===== config.mk =====
export PLATFORM = sky130hd
export DESIGN_NAME = mux_sel_seq
export DESIGN_NICKNAME = d
export VERILOG_FILES = /design/src/rtl/mux_sel_seq.sv
export SDC_FILE = /design/constraint.sdc
export NUM_CORES = 1
export LEC_CHECK = 0
export ABC_CLOCK_PERIOD_IN_PS = 3400
export CELL_PAD_IN_SITES_DETAIL_PLACEMENT = 0
export CELL_PAD_IN_SITES_GLOBAL_PLACEMENT = 1
export CORE_MARGIN = 2
export CORE_UTILIZATION = 41
export CTS_BUF_LIST = sky130_fd_sc_hd__clkbuf_16
export DETAILED_ROUTE_END_ITERATION = 10
export MAX_ROUTING_LAYER = met4
export PLACE_DENSITY_LB_ADDON = 0.1
export SKIP_LAST_GASP = 1
export SYNTH_ARGS = -nofsm -noshare
export SYNTH_HDL_FRONTEND = slang
export SYNTH_SLANG_ARGS = --single-unit

===== constraint.sdc =====
create_clock -name clk -period 3.4 [get_ports clk]
set_input_delay 1.02 -clock clk [delete_from_list [all_inputs] [get_ports clk]]
set_output_delay 1.02 -clock clk [all_outputs]
set_load 0.1 [all_outputs]

===== src/rtl/mux_sel_seq.sv =====
// Round-robin select sequencer for a downstream 4:1 mux: grants one channel,
// holds its select for DWELL cycles, then captures the mux output.
module mux_sel_seq #(
    parameter int DWELL = 4
) (
    input  logic       clk,
    input  logic       rst_n,
    input  logic [3:0] req,
    input  logic       mux_out,
    output logic       S1,
    output logic       S0,
    output logic [3:0] grant,
    output logic       busy,
    output logic       sample,
    output logic [1:0] sample_ch,
    output logic       sample_valid
);

    typedef enum logic {
        IDLE = 1'b0,
        HOLD = 1'b1
    } state_t;

    localparam logic [3:0] DWELL_LAST = 4'(DWELL - 1);

    state_t     state_q, state_d;
    logic [1:0] sel_q, sel_d;
    logic [1:0] last_ch_q, last_ch_d;
    logic [3:0] dwell_q, dwell_d;
    logic [3:0] grant_d;
    logic       busy_d;
    logic       sample_d;
    logic [1:0] sample_ch_d;
    logic       sample_valid_d;
    logic [1:0] winner;
    logic       do_grant;
    logic       do_release;

    // First set request bit searching upward from last+1, wrapping 3->0;
    // the last granted channel itself is considered last.
    function automatic logic [1:0] rr_pick(input logic [3:0] r, input logic [1:0] last);
        logic [1:0] idx;
        rr_pick = last;
        for (int k = 4; k >= 1; k--) begin
            idx = last + 2'(k);
            if (r[idx]) rr_pick = idx;
        end
    endfunction

    assign winner = rr_pick(req, last_ch_q);
    assign S1     = sel_q[1];
    assign S0     = sel_q[0];

    always_comb begin
        state_d        = state_q;
        sel_d          = sel_q;
        last_ch_d      = last_ch_q;
        dwell_d        = dwell_q;
        grant_d        = grant;
        busy_d         = busy;
        sample_d       = sample;
        sample_ch_d    = sample_ch;
        sample_valid_d = 1'b0;
        do_grant       = 1'b0;
        do_release     = 1'b0;

        case (state_q)
            IDLE: begin
                if (req != 4'b0000) do_grant = 1'b1;
            end
            HOLD: begin
                if (dwell_q == DWELL_LAST) begin
                    sample_d       = mux_out;
                    sample_ch_d    = sel_q;
                    sample_valid_d = 1'b1;
                    if (req != 4'b0000) do_grant = 1'b1;
                    else                do_release = 1'b1;
                end else if (!req[sel_q]) begin
                    // Requester withdrew before the capture: abandon it silently.
                    do_release = 1'b1;
                end else begin
                    dwell_d = dwell_q + 4'd1;
                end
            end
            default: do_release = 1'b1;
        endcase

        if (do_grant) begin
            state_d   = HOLD;
            sel_d     = winner;
            last_ch_d = winner;
            dwell_d   = 4'd0;
            grant_d   = 4'b0001 << winner;
            busy_d    = 1'b1;
        end else if (do_release) begin
            // Select lines keep their last value so the mux output stays stable.
            state_d = IDLE;
            dwell_d = 4'd0;
            grant_d = 4'b0000;
            busy_d  = 1'b0;
        end
    end

    always_ff @(posedge clk or negedge rst_n) begin
        if (!rst_n) begin
            state_q      <= IDLE;
            sel_q        <= 2'd0;
            last_ch_q    <= 2'd3;
            dwell_q      <= 4'd0;
            grant        <= 4'b0000;
            busy         <= 1'b0;
            sample       <= 1'b0;
            sample_ch    <= 2'd0;
            sample_valid <= 1'b0;
        end else begin
            state_q      <= state_d;
            sel_q        <= sel_d;
            last_ch_q    <= last_ch_d;
            dwell_q      <= dwell_d;
            grant        <= grant_d;
            busy         <= busy_d;
            sample       <= sample_d;
            sample_ch    <= sample_ch_d;
            sample_valid <= sample_valid_d;
        end
    end

endmodule


== Yosys cells after proc, flatten, opt, wreduce, memory -nomap -nowiden ==
Cells that the tools add are included.
Widths: inputs -> output; s select.

* Bitwise logic cells: 1
* $add $sub $neg: 4
* Reduce and logical (&&, ||, !) cells: 6
* Mux-type cells: 29
* $lt $le $gt $ge: 4
* Equal/unequal tests: 2
* Shift operators: 1

{| class="wikitable"
|+ Operator list
! operator !! count
|-
| $mux 4 || 7
|-
| $mux 1 || 14
|-
| $lt 2x3->1 const B || 4
|-
| $bmux 1 s2 || 4
|-
| $mux 2 || 3
|-
| $reduce_bool 3->1 || 2
|-
| $add 2x2->2 const B || 2
|-
| $add 4x1->4 const B || 1
|-
| $eq 4x2->1 const B || 1
|-
| $reduce_bool 4->1 || 1
|-
| $shl 1x2->4 const A || 1
|-
| $ne 3x3->1 const B || 1
|-
| $reduce_and 3->1 || 1
|-
| $add 2x1->2 const B || 1
|-
| $pmux 1 s2 || 1
|-
| $reduce_and 2->1 || 1
|-
| $reduce_bool 2->1 || 1
|-
| $not 1->1 || 1
|}

* Register bits after elaboration: 17
* Input port bits: 7

== Longest topological paths before layout ==
Gate-level depths: netlist of the first run.

* Depth in word-level cells: 8
* Depth in mapped cells: 5
* Mapped depth without buffers: 5

== Least setup slack after synthesis of the first run ==
OpenSTA, ideal clock, no wires.

* Path kind: register to register
* Start point: reg sel_q[0]
* End point: reg grant[1]
* Stages on the path, launching flop included: 5
* Arrival time: 2009 ps
* Clock period less this slack: 2132 ps
* Data required time: 3277 ps
* Library setup time: 123 ps
* Path slack: 1268 ps
* Cell sequence: dfrtp_1 mux4_2 nand3_2 nand2_1 a32o_1

* Word-level cells in the longest chain between the ends: 6

{| class="wikitable"
|+ RTL lines
! what !! RTL line !! source
|-
| from (decl) || 27 || <nowiki>logic [1:0] sel_q, sel_d;</nowiki>
|-
| from (signal assigned) || 117 || <nowiki>sel_q <= sel_d;</nowiki>
|-
| $bmux 1 s2 || 78 || <nowiki>end else if (!req[sel_q]) begin</nowiki>
|-
| $mux 1 (implied by the code) || 78 ||
|-
| $mux 1 || 78 ||
|-
| $mux 1 || 72 || <nowiki>if (dwell_q == DWELL_LAST) begin</nowiki>
|-
| $mux 1 || 67 || <nowiki>case (state_q)</nowiki>
|-
| $reduce_bool 2->1 (no line) || - ||
|-
| to (signal assigned) || 120 || <nowiki>grant <= grant_d;</nowiki>
|-
| to (decl) || 12 || <nowiki>output logic [3:0] grant,</nowiki>
|}

No other way between the ends. The select of a mux whose other input is x is not followed.
A chain may end at the register's enable or synchronous reset.

== Worst setup path after layout of the first run ==
* Start point: in req[3]
* End point: reg grant[1]

* Word-level cells in the longest chain between the ends: 7

{| class="wikitable"
|+ RTL lines
! what !! RTL line !! source
|-
| from (decl) || 8 || <nowiki>input logic [3:0] req,</nowiki>
|-
| $bmux 1 s2 || 46 || <nowiki>if (r[idx]) rr_pick = idx;</nowiki>
|-
| $mux 1 (implied by the code) || 46 ||
|-
| $mux 2 (3 in series) || 46 ||
|-
| $shl 1x2->4 || 93 || <nowiki>grant_d = 4'b0001 << winner;</nowiki>
|-
| $mux 4 || 88 || <nowiki>if (do_grant) begin</nowiki>
|}

Several ways; a longest one is shown, not always the timed one. The select of a mux whose other input is x is not followed.

==> flow_results.xml, run 1 <==
<?xml version="1.0" encoding="UTF-8"?>
<metrics>
  <group name="route">
    <metric name="drt-vias-per-instance" unit="">5.26</metric>
    <metric name="wl_per_cell" unit="microns">14.6</metric>
    <metric name="ant_nets" unit="">0</metric>
    <metric name="drt_drc_violations_left" unit="">0</metric>
    <metric name="drt_iter0_markers" unit="">5</metric>
    <metric name="num_vias" unit="">616</metric>
    <metric name="routed_wirelength" unit="mm">1.71</metric>
    <metric name="detailedRoute.firstPassIterationCount" unit="">4</metric>
  </group>
  <group name="critical_path">
    <metric name="number_of_buffers_and_inverters_on_the_critical_path" unit="">1</metric>
    <metric name="cp.arrival" unit="ps">2610</metric>
    <metric name="regToRegStartpoint" unit="">dwell_q[0]</metric>
    <metric name="regToRegEndpoint" unit="">sample</metric>
    <metric name="path_cells" unit="">clkdlybuf4s50_1 &gt; mux4_2 &gt; nand3_2 &gt; nand2_1 &gt; a32o_1</metric>
    <metric name="critPathTopFamily" unit="">buffers and inverters</metric>
    <metric name="critical_path.slowest_cell" unit="">sky130_fd_sc_hd__clkdlybuf4s50_1</metric>
    <metric name="critical_path.max_stage_delay" unit="ps">520</metric>
    <metric name="largest_fanout_on_the_critical_path" unit="">8</metric>
    <metric name="start_kind" unit="">input pin</metric>
    <metric name="end_kind" unit="">flop</metric>
    <metric name="path_class" unit="">in -&gt; reg</metric>
    <metric name="required" unit="ps">3530</metric>
    <metric name="worstRegToRegCells" unit="">4</metric>
    <metric name="r2r_setup_slack" unit="ps">1620</metric>
  </group>
  <group name="logic_synthesis">
    <metric name="synth_area" unit="sq um">831</metric>
    <metric name="ys_types" unit="">28</metric>
    <metric name="yosys_most_used_dff" unit="">sky130_fd_sc_hd__dfrtp_1</metric>
    <metric name="synth_seq_cells" unit="">17</metric>
    <metric name="yosysWarningCount" unit="">0</metric>
    <metric name="synth_sequential_area_ratio" unit="%">51.5</metric>
    <metric name="net_count_synth" unit="">78</metric>
    <metric name="synthesis.area_per_instance" unit="sq um">11.9</metric>
    <metric name="ys_async_sr_fraction" unit="%">100</metric>
    <metric name="postSynthCellCount" unit="">70</metric>
    <metric name="synth_edf_count" unit="">0</metric>
  </group>
  <group name="global_routing">
    <metric name="top_usage_layer" unit="">met2</metric>
    <metric name="globalRouteTotalUtil" unit="%">17.9</metric>
    <metric name="pin_count_of_the_biggest_net_entering_global_routing" unit="">18</metric>
    <metric name="via_count_of_the_first_global_routing_pass" unit="">651</metric>
    <metric name="grt_antenna_before_repair" unit="">0</metric>
    <metric name="grt.overflow.total" unit="">0</metric>
    <metric name="globalRouteMet2Util" unit="%">27.2</metric>
    <metric name="grt.met1_usage" unit="%">23.4</metric>
    <metric name="wire_length_of_the_first_global_routing_pass" unit="mm">3.15</metric>
    <metric name="met3_usage_in_global_routing" unit="%">3.99</metric>
  </group>
  <group name="placed_design">
    <metric name="globalplace.congestion" unit="">0.798</metric>
    <metric name="post-place-ws" unit="ps">657</metric>
    <metric name="numPortBuffers" unit="">17</metric>
    <metric name="place.detailed.hpwl" unit="mm">1.26</metric>
  </group>
  <group name="timing">
    <metric name="tightest_slew" unit="ps">762</metric>
    <metric name="setup_ws" unit="ps">920</metric>
    <metric name="report.final.setup_viol" unit="">0</metric>
    <metric name="hold_slack" unit="ps">490</metric>
    <metric name="max-slew-margin-rel" unit="%">49.0</metric>
    <metric name="setup-tns-final" unit="ps">0</metric>
    <metric name="clock_period_minus_worst_slack" unit="ps">2480</metric>
    <metric name="grt_setup_unrepaired" unit="">false</metric>
    <metric name="fmax_achieved" unit="MHz">403</metric>
    <metric name="maxSlewViolCount" unit="">0</metric>
    <metric name="hold_viol" unit="">0</metric>
    <metric name="post-route-period-util" unit="%">72.9</metric>
    <metric name="fin_worst_skew" unit="ps">0.832</metric>
  </group>
  <group name="floorplanning">
    <metric name="die_area" unit="sq mm">0.00240</metric>
    <metric name="core.rowCount" unit="">16</metric>
    <metric name="die_h" unit="microns">49.0</metric>
    <metric name="die_w" unit="microns">49.0</metric>
    <metric name="boundaryPins" unit="">18</metric>
    <metric name="initial_core_utilization" unit="%">42.8</metric>
    <metric name="core_footprint" unit="sq mm">0.00194</metric>
  </group>
  <group name="clocking">
    <metric name="post_cts_hold_buffer_count" unit="">0</metric>
    <metric name="h-tree-depth" unit="">1</metric>
    <metric name="clock_transition_at_the_registers_of_the_reported_paths" unit="ps">50</metric>
    <metric name="cts_inserted_buffers" unit="">3</metric>
    <metric name="cts_tree" unit="">done</metric>
    <metric name="clock_latency_of_the_later_clocked_register_in_the_worst_skew_pair" unit="ps">250</metric>
    <metric name="clock_tree_sinks" unit="">17</metric>
    <metric name="post_cts.repair.setup_buffers" unit="">0</metric>
    <metric name="clk_root_buf" unit="">sky130_fd_sc_hd__clkbuf_16</metric>
    <metric name="ctsLongestPathBuffers" unit="">2</metric>
    <metric name="cts_resized" unit="">0</metric>
  </group>
  <group name="cells_and_area">
    <metric name="antenna_cells_inserted" unit="">0</metric>
    <metric name="num-nets-final" unit="">99</metric>
    <metric name="area_growth_syn_to_layout" unit="%">30.1</metric>
    <metric name="layout.cells.most_common" unit="">sky130_fd_sc_hd__dfrtp_1</metric>
    <metric name="utilization" unit="%">55.7</metric>
    <metric name="drive_above_1_share" unit="%">28.9</metric>
    <metric name="commonest_cells_after_routing_fill_and_taps_aside" unit="">sky130_fd_sc_hd__dfrtp_1, sky130_fd_sc_hd__buf_4, sky130_fd_sc_hd__nand2_1</metric>
  </group>
  <group name="worst_hold_path">
    <metric name="worstHoldPathCells" unit="">1</metric>
    <metric name="hold_path_class" unit="">reg -&gt; reg</metric>
    <metric name="hold_start" unit="">grant[0]</metric>
    <metric name="timing.hold.worst_endpoint" unit="">grant[0]</metric>
  </group>
  <group name="run">
    <metric name="max_cap_viol_count" unit="">0</metric>
  </group>
  <group name="run_status">
    <metric name="status" unit="">complete, no violations</metric>
  </group>
</metrics>
## layout make-up
| class | instances | area (sq um) |
|---|---|---|
| clock buffer | 3 | 75.1 |
| sequential | 17 | 428 |
| fill | 191 | 861 |
| multi-input combinational | 50 | 390 |
| inverter | 2 | 7.51 |
| tap | 27 | 33.8 |
| timing repair buffer | 17 | 143 |
| clock inverter | 1 | 3.75 |
## registers in the layout (all words and copies together) (netlist names)
register / count
state_q: 1
sel_q: 2
sample: 1
sample_valid: 1
sample_ch: 2
dwell_q: 4
grant: 4
last_ch_q: 2
## through the flow
stage / area (sq um) / std cells
global placement: 1000 / 113
CTS: 1080 / 117
finish: 1080 / 117
floorplan: 831 / 70
detailed placement: 1000 / 113
global route: 1080 / 117
## synthesized netlist by cell type, drive strengths merged, types with 2 or more instances
master / instances / area [sq um]
o21ai: 4 / 20.0
mux2: 3 / 33.8
dfrtp: 15 / 375
nand2b: 3 / 18.8
a32o: 2 / 20.0
nand2: 8 / 30.0
nand3: 3 / 20.0
dfstp: 2 / 52.6
mux2i: 2 / 20.0
a21oi: 3 / 26.3
o2bb2ai: 3 / 26.3
inv: 2 / 7.51
nor2: 4 / 15.0
o21a: 4 / 30.0
## worst max path at each step
| stage | slack (ps) | depth (start not counted) | start | to |
|---|---|---|---|---|
| floorplan | 1270 | 4 | sel_q[0] | grant[1] |
| global route | 830 | 5 | req[1] | grant[1] |
| finish | 920 | 5 | req[3] | grant[1] |
| global placement | 710 | 5 | req[3] | grant[1] |
| CTS | 910 | 5 | req[3] | grant[1] |
| detailed placement | 660 | 5 | req[3] | grant[1] |
## cell families (layout without fill, tap and decap cells)
logic type	after synthesis	count (layout)	synth area share, %
simple gates	23	23	17.0
compound gates	20	20	19.3
flops	17	17	51.5
mux	6	6	9.19
buf+inv	3	23	1.51
fa+ha+maj	1	1	1.51
## worst reg2reg max path: cells and delay by family (launching register included)
| family | cells | cell delay (ps) |
|---|---|---|
| adder cells (fa/ha/maj) | 1 | 200 |
| flip-flops | 1 | 380 |
| multiplexers | 1 | 380 |
| AND/OR/NAND/NOR | 2 | 700 |
## routing by layer
layer / vias to the layer above / part of all wire (%) / wire [microns]
met5: - / 0 / 0
met4: 0 / 1.9 / 32
met3: 4 / 3.3 / 56
met2: 9 / 48 / 828
met1: 303 / 46 / 792
li1: 300 / - / -
Power of run 1 is left out: the tool's default activity adds up to more than one toggle a clock period on the data nets, which glitch-free logic cannot reach.
==> inputs of run 2 (changes only) <==
--- a/config.mk
+++ b/config.mk
@@ -5,11 +5,11 @@
 export SDC_FILE = /design/constraint.sdc
 export NUM_CORES = 1
 export LEC_CHECK = 0
-export ABC_CLOCK_PERIOD_IN_PS = 3400
+export ABC_CLOCK_PERIOD_IN_PS = 2340
 export CELL_PAD_IN_SITES_DETAIL_PLACEMENT = 0
 export CELL_PAD_IN_SITES_GLOBAL_PLACEMENT = 1
 export CORE_MARGIN = 2
-export CORE_UTILIZATION = 41
+export CORE_UTILIZATION = 38
 export CTS_BUF_LIST = sky130_fd_sc_hd__clkbuf_16
 export DETAILED_ROUTE_END_ITERATION = 10
 export MAX_ROUTING_LAYER = met4
==> constraint.sdc (replaced) <==
create_clock -name clk -period 2.34 [get_ports clk]
set_input_delay 0.702 -clock clk [delete_from_list [all_inputs] [get_ports clk]]
set_output_delay 0.702 -clock clk [all_outputs]
set_load 0.1 [all_outputs]
==> flow_results.xml, run 2 (synthesis results as in run 1) <==
<?xml version="1.0" encoding="UTF-8"?>
<metrics>
  <group name="worst_hold_path">
    <metric name="hold_start" unit="">grant[0]</metric>
    <metric name="hold_path_class" unit="">reg -&gt; reg</metric>
  </group>
  <group name="global_routing">
    <metric name="globalRouteTotalUtil" unit="%">16.0</metric>
    <metric name="grt_antenna_before_repair" unit="">0</metric>
    <metric name="via_count_of_the_first_global_routing_pass" unit="">655</metric>
    <metric name="wire_length_of_the_first_global_routing_pass" unit="mm">2.95</metric>
    <metric name="grt.overflow.total" unit="">0</metric>
    <metric name="pin_count_of_the_biggest_net_entering_global_routing" unit="">12</metric>
  </group>
  <group name="clocking">
    <metric name="clock_transition_at_the_registers_of_the_reported_paths" unit="ps">50</metric>
    <metric name="clk_root_buf" unit="">sky130_fd_sc_hd__clkbuf_16</metric>
    <metric name="clock_latency_of_the_later_clocked_register_in_the_worst_skew_pair" unit="ps">250</metric>
    <metric name="cts_resized" unit="">0</metric>
    <metric name="cts_inserted_buffers" unit="">3</metric>
    <metric name="cts_tree" unit="">done</metric>
    <metric name="post_cts.repair.setup_buffers" unit="">0</metric>
    <metric name="post_cts_hold_buffer_count" unit="">0</metric>
    <metric name="clock_tree_sinks" unit="">17</metric>
    <metric name="h-tree-depth" unit="">1</metric>
    <metric name="ctsLongestPathBuffers" unit="">2</metric>
  </group>
  <group name="critical_path">
    <metric name="cp-startpoint" unit="">req[0]</metric>
    <metric name="start_kind" unit="">input pin</metric>
    <metric name="path_cells" unit="">clkdlybuf4s50_1 &gt; mux4_2 &gt; nand3_2 &gt; nand2_1 &gt; a32o_1</metric>
    <metric name="path_class" unit="">in -&gt; reg</metric>
    <metric name="critical_path.slowest_cell" unit="">sky130_fd_sc_hd__clkdlybuf4s50_1</metric>
    <metric name="critical_path.max_stage_delay" unit="ps">500</metric>
    <metric name="number_of_buffers_and_inverters_on_the_critical_path" unit="">1</metric>
    <metric name="end_kind" unit="">flop</metric>
    <metric name="required" unit="ps">2470</metric>
    <metric name="cp.arrival" unit="ps">2190</metric>
    <metric name="critPathTopFamily" unit="">buffers and inverters</metric>
    <metric name="regToRegStartpoint" unit="">dwell_q[0]</metric>
    <metric name="largest_fanout_on_the_critical_path" unit="">6</metric>
  </group>
  <group name="timing">
    <metric name="hold_viol" unit="">0</metric>
    <metric name="post-route-period-util" unit="%">88.0</metric>
    <metric name="maxSlewViolCount" unit="">0</metric>
    <metric name="fin_worst_skew" unit="ps">1.81</metric>
    <metric name="grt_setup_unrepaired" unit="">false</metric>
    <metric name="clock_period_minus_worst_slack" unit="ps">2060</metric>
    <metric name="tightest_slew" unit="ps">481</metric>
    <metric name="fmax_achieved" unit="MHz">485</metric>
    <metric name="max-slew-margin-rel" unit="%">67.8</metric>
    <metric name="hold_slack" unit="ps">493</metric>
    <metric name="setup-tns-final" unit="ps">0</metric>
    <metric name="report.final.setup_viol" unit="">0</metric>
  </group>
  <group name="placed_design">
    <metric name="globalplace.congestion" unit="">0.760</metric>
    <metric name="place.detailed.hpwl" unit="mm">1.28</metric>
    <metric name="numPortBuffers" unit="">17</metric>
  </group>
  <group name="floorplanning">
    <metric name="die_h" unit="microns">50.8</metric>
    <metric name="die_w" unit="microns">50.8</metric>
    <metric name="core_footprint" unit="sq mm">0.00200</metric>
    <metric name="boundaryPins" unit="">18</metric>
    <metric name="core.rowCount" unit="">16</metric>
    <metric name="initial_core_utilization" unit="%">41.5</metric>
    <metric name="die_area" unit="sq mm">0.00258</metric>
  </group>
  <group name="cells_and_area">
    <metric name="layout.cells.most_common" unit="">sky130_fd_sc_hd__buf_4</metric>
    <metric name="area_growth_syn_to_layout" unit="%">38.4</metric>
    <metric name="commonest_cells_after_routing_fill_and_taps_aside" unit="">sky130_fd_sc_hd__buf_4, sky130_fd_sc_hd__dfrtp_1, sky130_fd_sc_hd__nand2_1</metric>
    <metric name="drive_above_1_share" unit="%">35.1</metric>
    <metric name="biggestRegsByFlops" unit="">dwell_q x4, grant x4</metric>
    <metric name="antenna_cells_inserted" unit="">0</metric>
    <metric name="num-nets-final" unit="">106</metric>
  </group>
  <group name="run_status">
    <metric name="status" unit="">complete, no violations</metric>
  </group>
  <group name="route">
    <metric name="num_vias" unit="">643</metric>
    <metric name="ant_nets" unit="">0</metric>
    <metric name="detailedRoute.firstPassIterationCount" unit="">4</metric>
    <metric name="wl_per_cell" unit="microns">13.5</metric>
    <metric name="routed_wirelength" unit="mm">1.68</metric>
    <metric name="drt-vias-per-instance" unit="">5.19</metric>
    <metric name="drt_iter0_markers" unit="">10</metric>
    <metric name="drt_drc_violations_left" unit="">0</metric>
  </group>
  <group name="run">
    <metric name="max_cap_viol_count" unit="">0</metric>
  </group>
</metrics>
==> run 2: layout make-up <==
class | count | area [sq um]
fillers | 190 | 852
flip-flops and latches | 17 | 428
multi-input cells | 50 | 390
repair buffers | 24 | 208
clock buffers | 3 | 75.1
well taps | 27 | 33.8
clock inverters | 1 | 7.51
inverters | 2 | 7.51
==> run 2: through the flow <==
step / std cells / area [sq um] / setup WS [ps] / utilization (%)
floorplan: 70 / 831 / 208 / -
global route: 124 / 1150 / 175 / 57.4
global placement: 120 / 1070 / 58.9 / 53.3
CTS: 124 / 1150 / 275 / 57.4
detailed placement: 120 / 1070 / 11.7 / 53.3
finish: 124 / 1150 / 280 / 57.4
==> run 2: routing by layer <==
metal	part of all wire (%)	GRT usage, %	up-vias
met2	44	23.2	14
met1	52	21.3	312
li1	-	-	315
met3	4.1	5.65	2
met5	0	-	-
met4	0.36	4.05	0
==> run 2: path summary, 6_finish.rpt <==
kind / endpoint / slack (ps) / depth (start not counted)
min: grant[0] / 490 / 1
max in group asynchronous: grant[3] / 1080 / 2
min reg2reg: grant[0] / 490 / 1
max: grant[3] / 280 / 5
min in group asynchronous: dwell_q[2] / 780 / 1
max reg2reg: sample_ch[0] / 570 / 4
Power of run 2 is left out for the same reason.
==> inputs of run 3 (changes only) <==
--- a/config.mk
+++ b/config.mk
@@ -5,12 +5,13 @@
 export SDC_FILE = /design/constraint.sdc
 export NUM_CORES = 1
 export LEC_CHECK = 0
-export ABC_CLOCK_PERIOD_IN_PS = 2340
+export ABC_CLOCK_PERIOD_IN_PS = 2300
 export CELL_PAD_IN_SITES_DETAIL_PLACEMENT = 0
 export CELL_PAD_IN_SITES_GLOBAL_PLACEMENT = 1
 export CORE_MARGIN = 2
 export CORE_UTILIZATION = 38
 export CTS_BUF_LIST = sky130_fd_sc_hd__clkbuf_16
+export CTS_CLUSTER_DIAMETER = 120
 export DETAILED_ROUTE_END_ITERATION = 10
 export MAX_ROUTING_LAYER = met4
 export PLACE_DENSITY_LB_ADDON = 0.1
==> constraint.sdc (replaced) <==
create_clock -name clk -period 2.3 [get_ports clk]
set_input_delay 0.69 -clock clk [delete_from_list [all_inputs] [get_ports clk]]
set_output_delay 0.69 -clock clk [all_outputs]
set_load 0.1 [all_outputs]
==> flow_results.xml, run 3 (synthesis results as in run 1) <==
<?xml version="1.0" encoding="UTF-8"?>
<metrics>
  <group name="route">
    <metric name="num_vias" unit="">644</metric>
    <metric name="detailedRoute.firstPassIterationCount" unit="">4</metric>
    <metric name="routed_wirelength" unit="mm">1.70</metric>
    <metric name="ant_nets" unit="">0</metric>
    <metric name="drt_drc_violations_left" unit="">0</metric>
    <metric name="drt-vias-per-instance" unit="">5.15</metric>
    <metric name="wl_per_cell" unit="microns">13.6</metric>
    <metric name="drt_iter0_markers" unit="">8</metric>
  </group>
  <group name="run">
    <metric name="max_cap_viol_count" unit="">0</metric>
  </group>
  <group name="global_routing">
    <metric name="wire_length_of_the_first_global_routing_pass" unit="mm">2.85</metric>
    <metric name="globalRouteTotalUtil" unit="%">15.5</metric>
    <metric name="pin_count_of_the_biggest_net_entering_global_routing" unit="">12</metric>
    <metric name="grt_antenna_before_repair" unit="">0</metric>
    <metric name="via_count_of_the_first_global_routing_pass" unit="">626</metric>
    <metric name="grt.overflow.total" unit="">0</metric>
  </group>
  <group name="placed_design">
    <metric name="globalplace.congestion" unit="">0.784</metric>
    <metric name="post-place-ws" unit="ps">6.58</metric>
    <metric name="place.detailed.hpwl" unit="mm">1.30</metric>
    <metric name="numPortBuffers" unit="">17</metric>
  </group>
  <group name="clocking">
    <metric name="clock_transition_at_the_registers_of_the_reported_paths" unit="ps">50</metric>
    <metric name="clock_tree_sinks" unit="">17</metric>
    <metric name="post_cts_hold_buffer_count" unit="">0</metric>
    <metric name="cts_tree" unit="">done</metric>
    <metric name="cts_inserted_buffers" unit="">3</metric>
    <metric name="clk_root_buf" unit="">sky130_fd_sc_hd__clkbuf_16</metric>
    <metric name="post_cts.repair.setup_buffers" unit="">0</metric>
    <metric name="ctsLongestPathBuffers" unit="">2</metric>
    <metric name="clock_latency_of_the_later_clocked_register_in_the_worst_skew_pair" unit="ps">250</metric>
    <metric name="h-tree-depth" unit="">1</metric>
    <metric name="cts_resized" unit="">0</metric>
  </group>
  <group name="critical_path">
    <metric name="critical_path.max_stage_delay" unit="ps">510</metric>
    <metric name="largest_fanout_on_the_critical_path" unit="">5</metric>
    <metric name="critical_path.slowest_cell" unit="">sky130_fd_sc_hd__clkdlybuf4s50_1</metric>
    <metric name="regToRegStartpoint" unit="">dwell_q[0]</metric>
    <metric name="endpoint" unit="">grant[1]</metric>
    <metric name="regToRegEndpoint" unit="">sample_ch[1]</metric>
    <metric name="worstRegToRegCells" unit="">4</metric>
    <metric name="required" unit="ps">2440</metric>
    <metric name="end_kind" unit="">flop</metric>
    <metric name="cp.arrival" unit="ps">2170</metric>
    <metric name="start_kind" unit="">input pin</metric>
    <metric name="path_cells" unit="">clkdlybuf4s50_1 &gt; mux4_2 &gt; nand3_2 &gt; nand2_1 &gt; a32o_1</metric>
    <metric name="path_class" unit="">in -&gt; reg</metric>
    <metric name="r2r_setup_slack" unit="ps">490</metric>
    <metric name="cp-startpoint" unit="">req[1]</metric>
  </group>
  <group name="cells_and_area">
    <metric name="antenna_cells_inserted" unit="">0</metric>
    <metric name="fillerInstances" unit="">171</metric>
    <metric name="drive_above_1_share" unit="%">35.7</metric>
    <metric name="biggestRegsByFlops" unit="">dwell_q x4, grant x4</metric>
    <metric name="commonest_cells_after_routing_fill_and_taps_aside" unit="">sky130_fd_sc_hd__buf_4, sky130_fd_sc_hd__dfrtp_1, sky130_fd_sc_hd__nand2_1</metric>
    <metric name="layout.cells.most_common" unit="">sky130_fd_sc_hd__buf_4</metric>
    <metric name="area_growth_syn_to_layout" unit="%">39.3</metric>
    <metric name="num-nets-final" unit="">107</metric>
  </group>
  <group name="timing">
    <metric name="tightest_slew" unit="ps">485</metric>
    <metric name="report.final.setup_viol" unit="">0</metric>
    <metric name="setup-tns-final" unit="ps">0</metric>
    <metric name="maxSlewViolCount" unit="">0</metric>
    <metric name="hold_viol" unit="">0</metric>
    <metric name="max-slew-margin-rel" unit="%">67.6</metric>
    <metric name="setup_ws" unit="ps">267</metric>
    <metric name="fmax_achieved" unit="MHz">492</metric>
    <metric name="grt_setup_unrepaired" unit="">false</metric>
    <metric name="clock_period_minus_worst_slack" unit="ps">2030</metric>
    <metric name="fin_worst_skew" unit="ps">2.47</metric>
    <metric name="post-route-period-util" unit="%">88.4</metric>
  </group>
  <group name="floorplanning">
    <metric name="core.rowCount" unit="">16</metric>
    <metric name="die_h" unit="microns">50.8</metric>
    <metric name="core_footprint" unit="sq mm">0.00200</metric>
    <metric name="boundaryPins" unit="">18</metric>
    <metric name="die_w" unit="microns">50.8</metric>
    <metric name="die_area" unit="sq mm">0.00258</metric>
    <metric name="initial_core_utilization" unit="%">41.5</metric>
  </group>
  <group name="run_status">
    <metric name="status" unit="">complete, no violations</metric>
  </group>
  <group name="worst_hold_path">
    <metric name="hold_path_class" unit="">reg -&gt; reg</metric>
  </group>
</metrics>
run 3: cell count changes in the layout (fill, tap and decap cells not counted), sizes merged:
cell | before | now
buf | 18 | 19
run 3: per-stage QoR:
step | utilization (%) | area, sq um | std cells | hold slack, ps
2_1_floorplan | - | 831 | 70 | 394
3_3_place_gp | 53.7 | 1070 | 121 | 479
3_5_place_dp | 53.7 | 1070 | 121 | 479
4_1_cts | 57.8 | 1160 | 125 | 499
5_1_grt | 57.8 | 1160 | 125 | 526
6_report | 57.8 | 1160 | 125 | 495
run 3: worst max-delay path, delay by kind of cell:
family	cells	cell delay [ps]
simple gates	2	250
buf+inv	1	510
mux	1	490
compound gates	1	230
run 3: layout make-up:
cell class                      count  area, sq um  share of cell area [%]
Sequential cell                    17          428                    37.0
Multi-Input combinational cell     50          390                    33.7
Timing Repair Buffer               25          215                    18.6
Clock buffer                        3         75.1                    6.49
Tap cell                           27         33.8                    2.92
Clock inverter                      1         7.51                   0.649
Inverter                            2         7.51                   0.649
run 3: layer usage:
layer / global-route usage, % / up-vias / wire [microns]
met2: 20.2 / 16 / 749
met1: 21.9 / 312 / 837
met3: 6.25 / 2 / 94
met4: 4.95 / 0 / 19
met5: - / - / 0
li1: - / 314 / -
run 3: worst min-delay path by stage:
stage	cells after the start	slack [ps]	endpoint	start
2_1_floorplan	0	390	dwell_q[0]	rst_n
5_1_grt	1	530	grant[3]	grant[3]
3_3_place_gp	1	480	grant[3]	grant[3]
3_5_place_dp	1	480	grant[0]	grant[0]
6_report	1	490	grant[2]	grant[2]
4_1_cts	1	500	grant[2]	grant[2]
Power of run 3 is left out for the same reason.
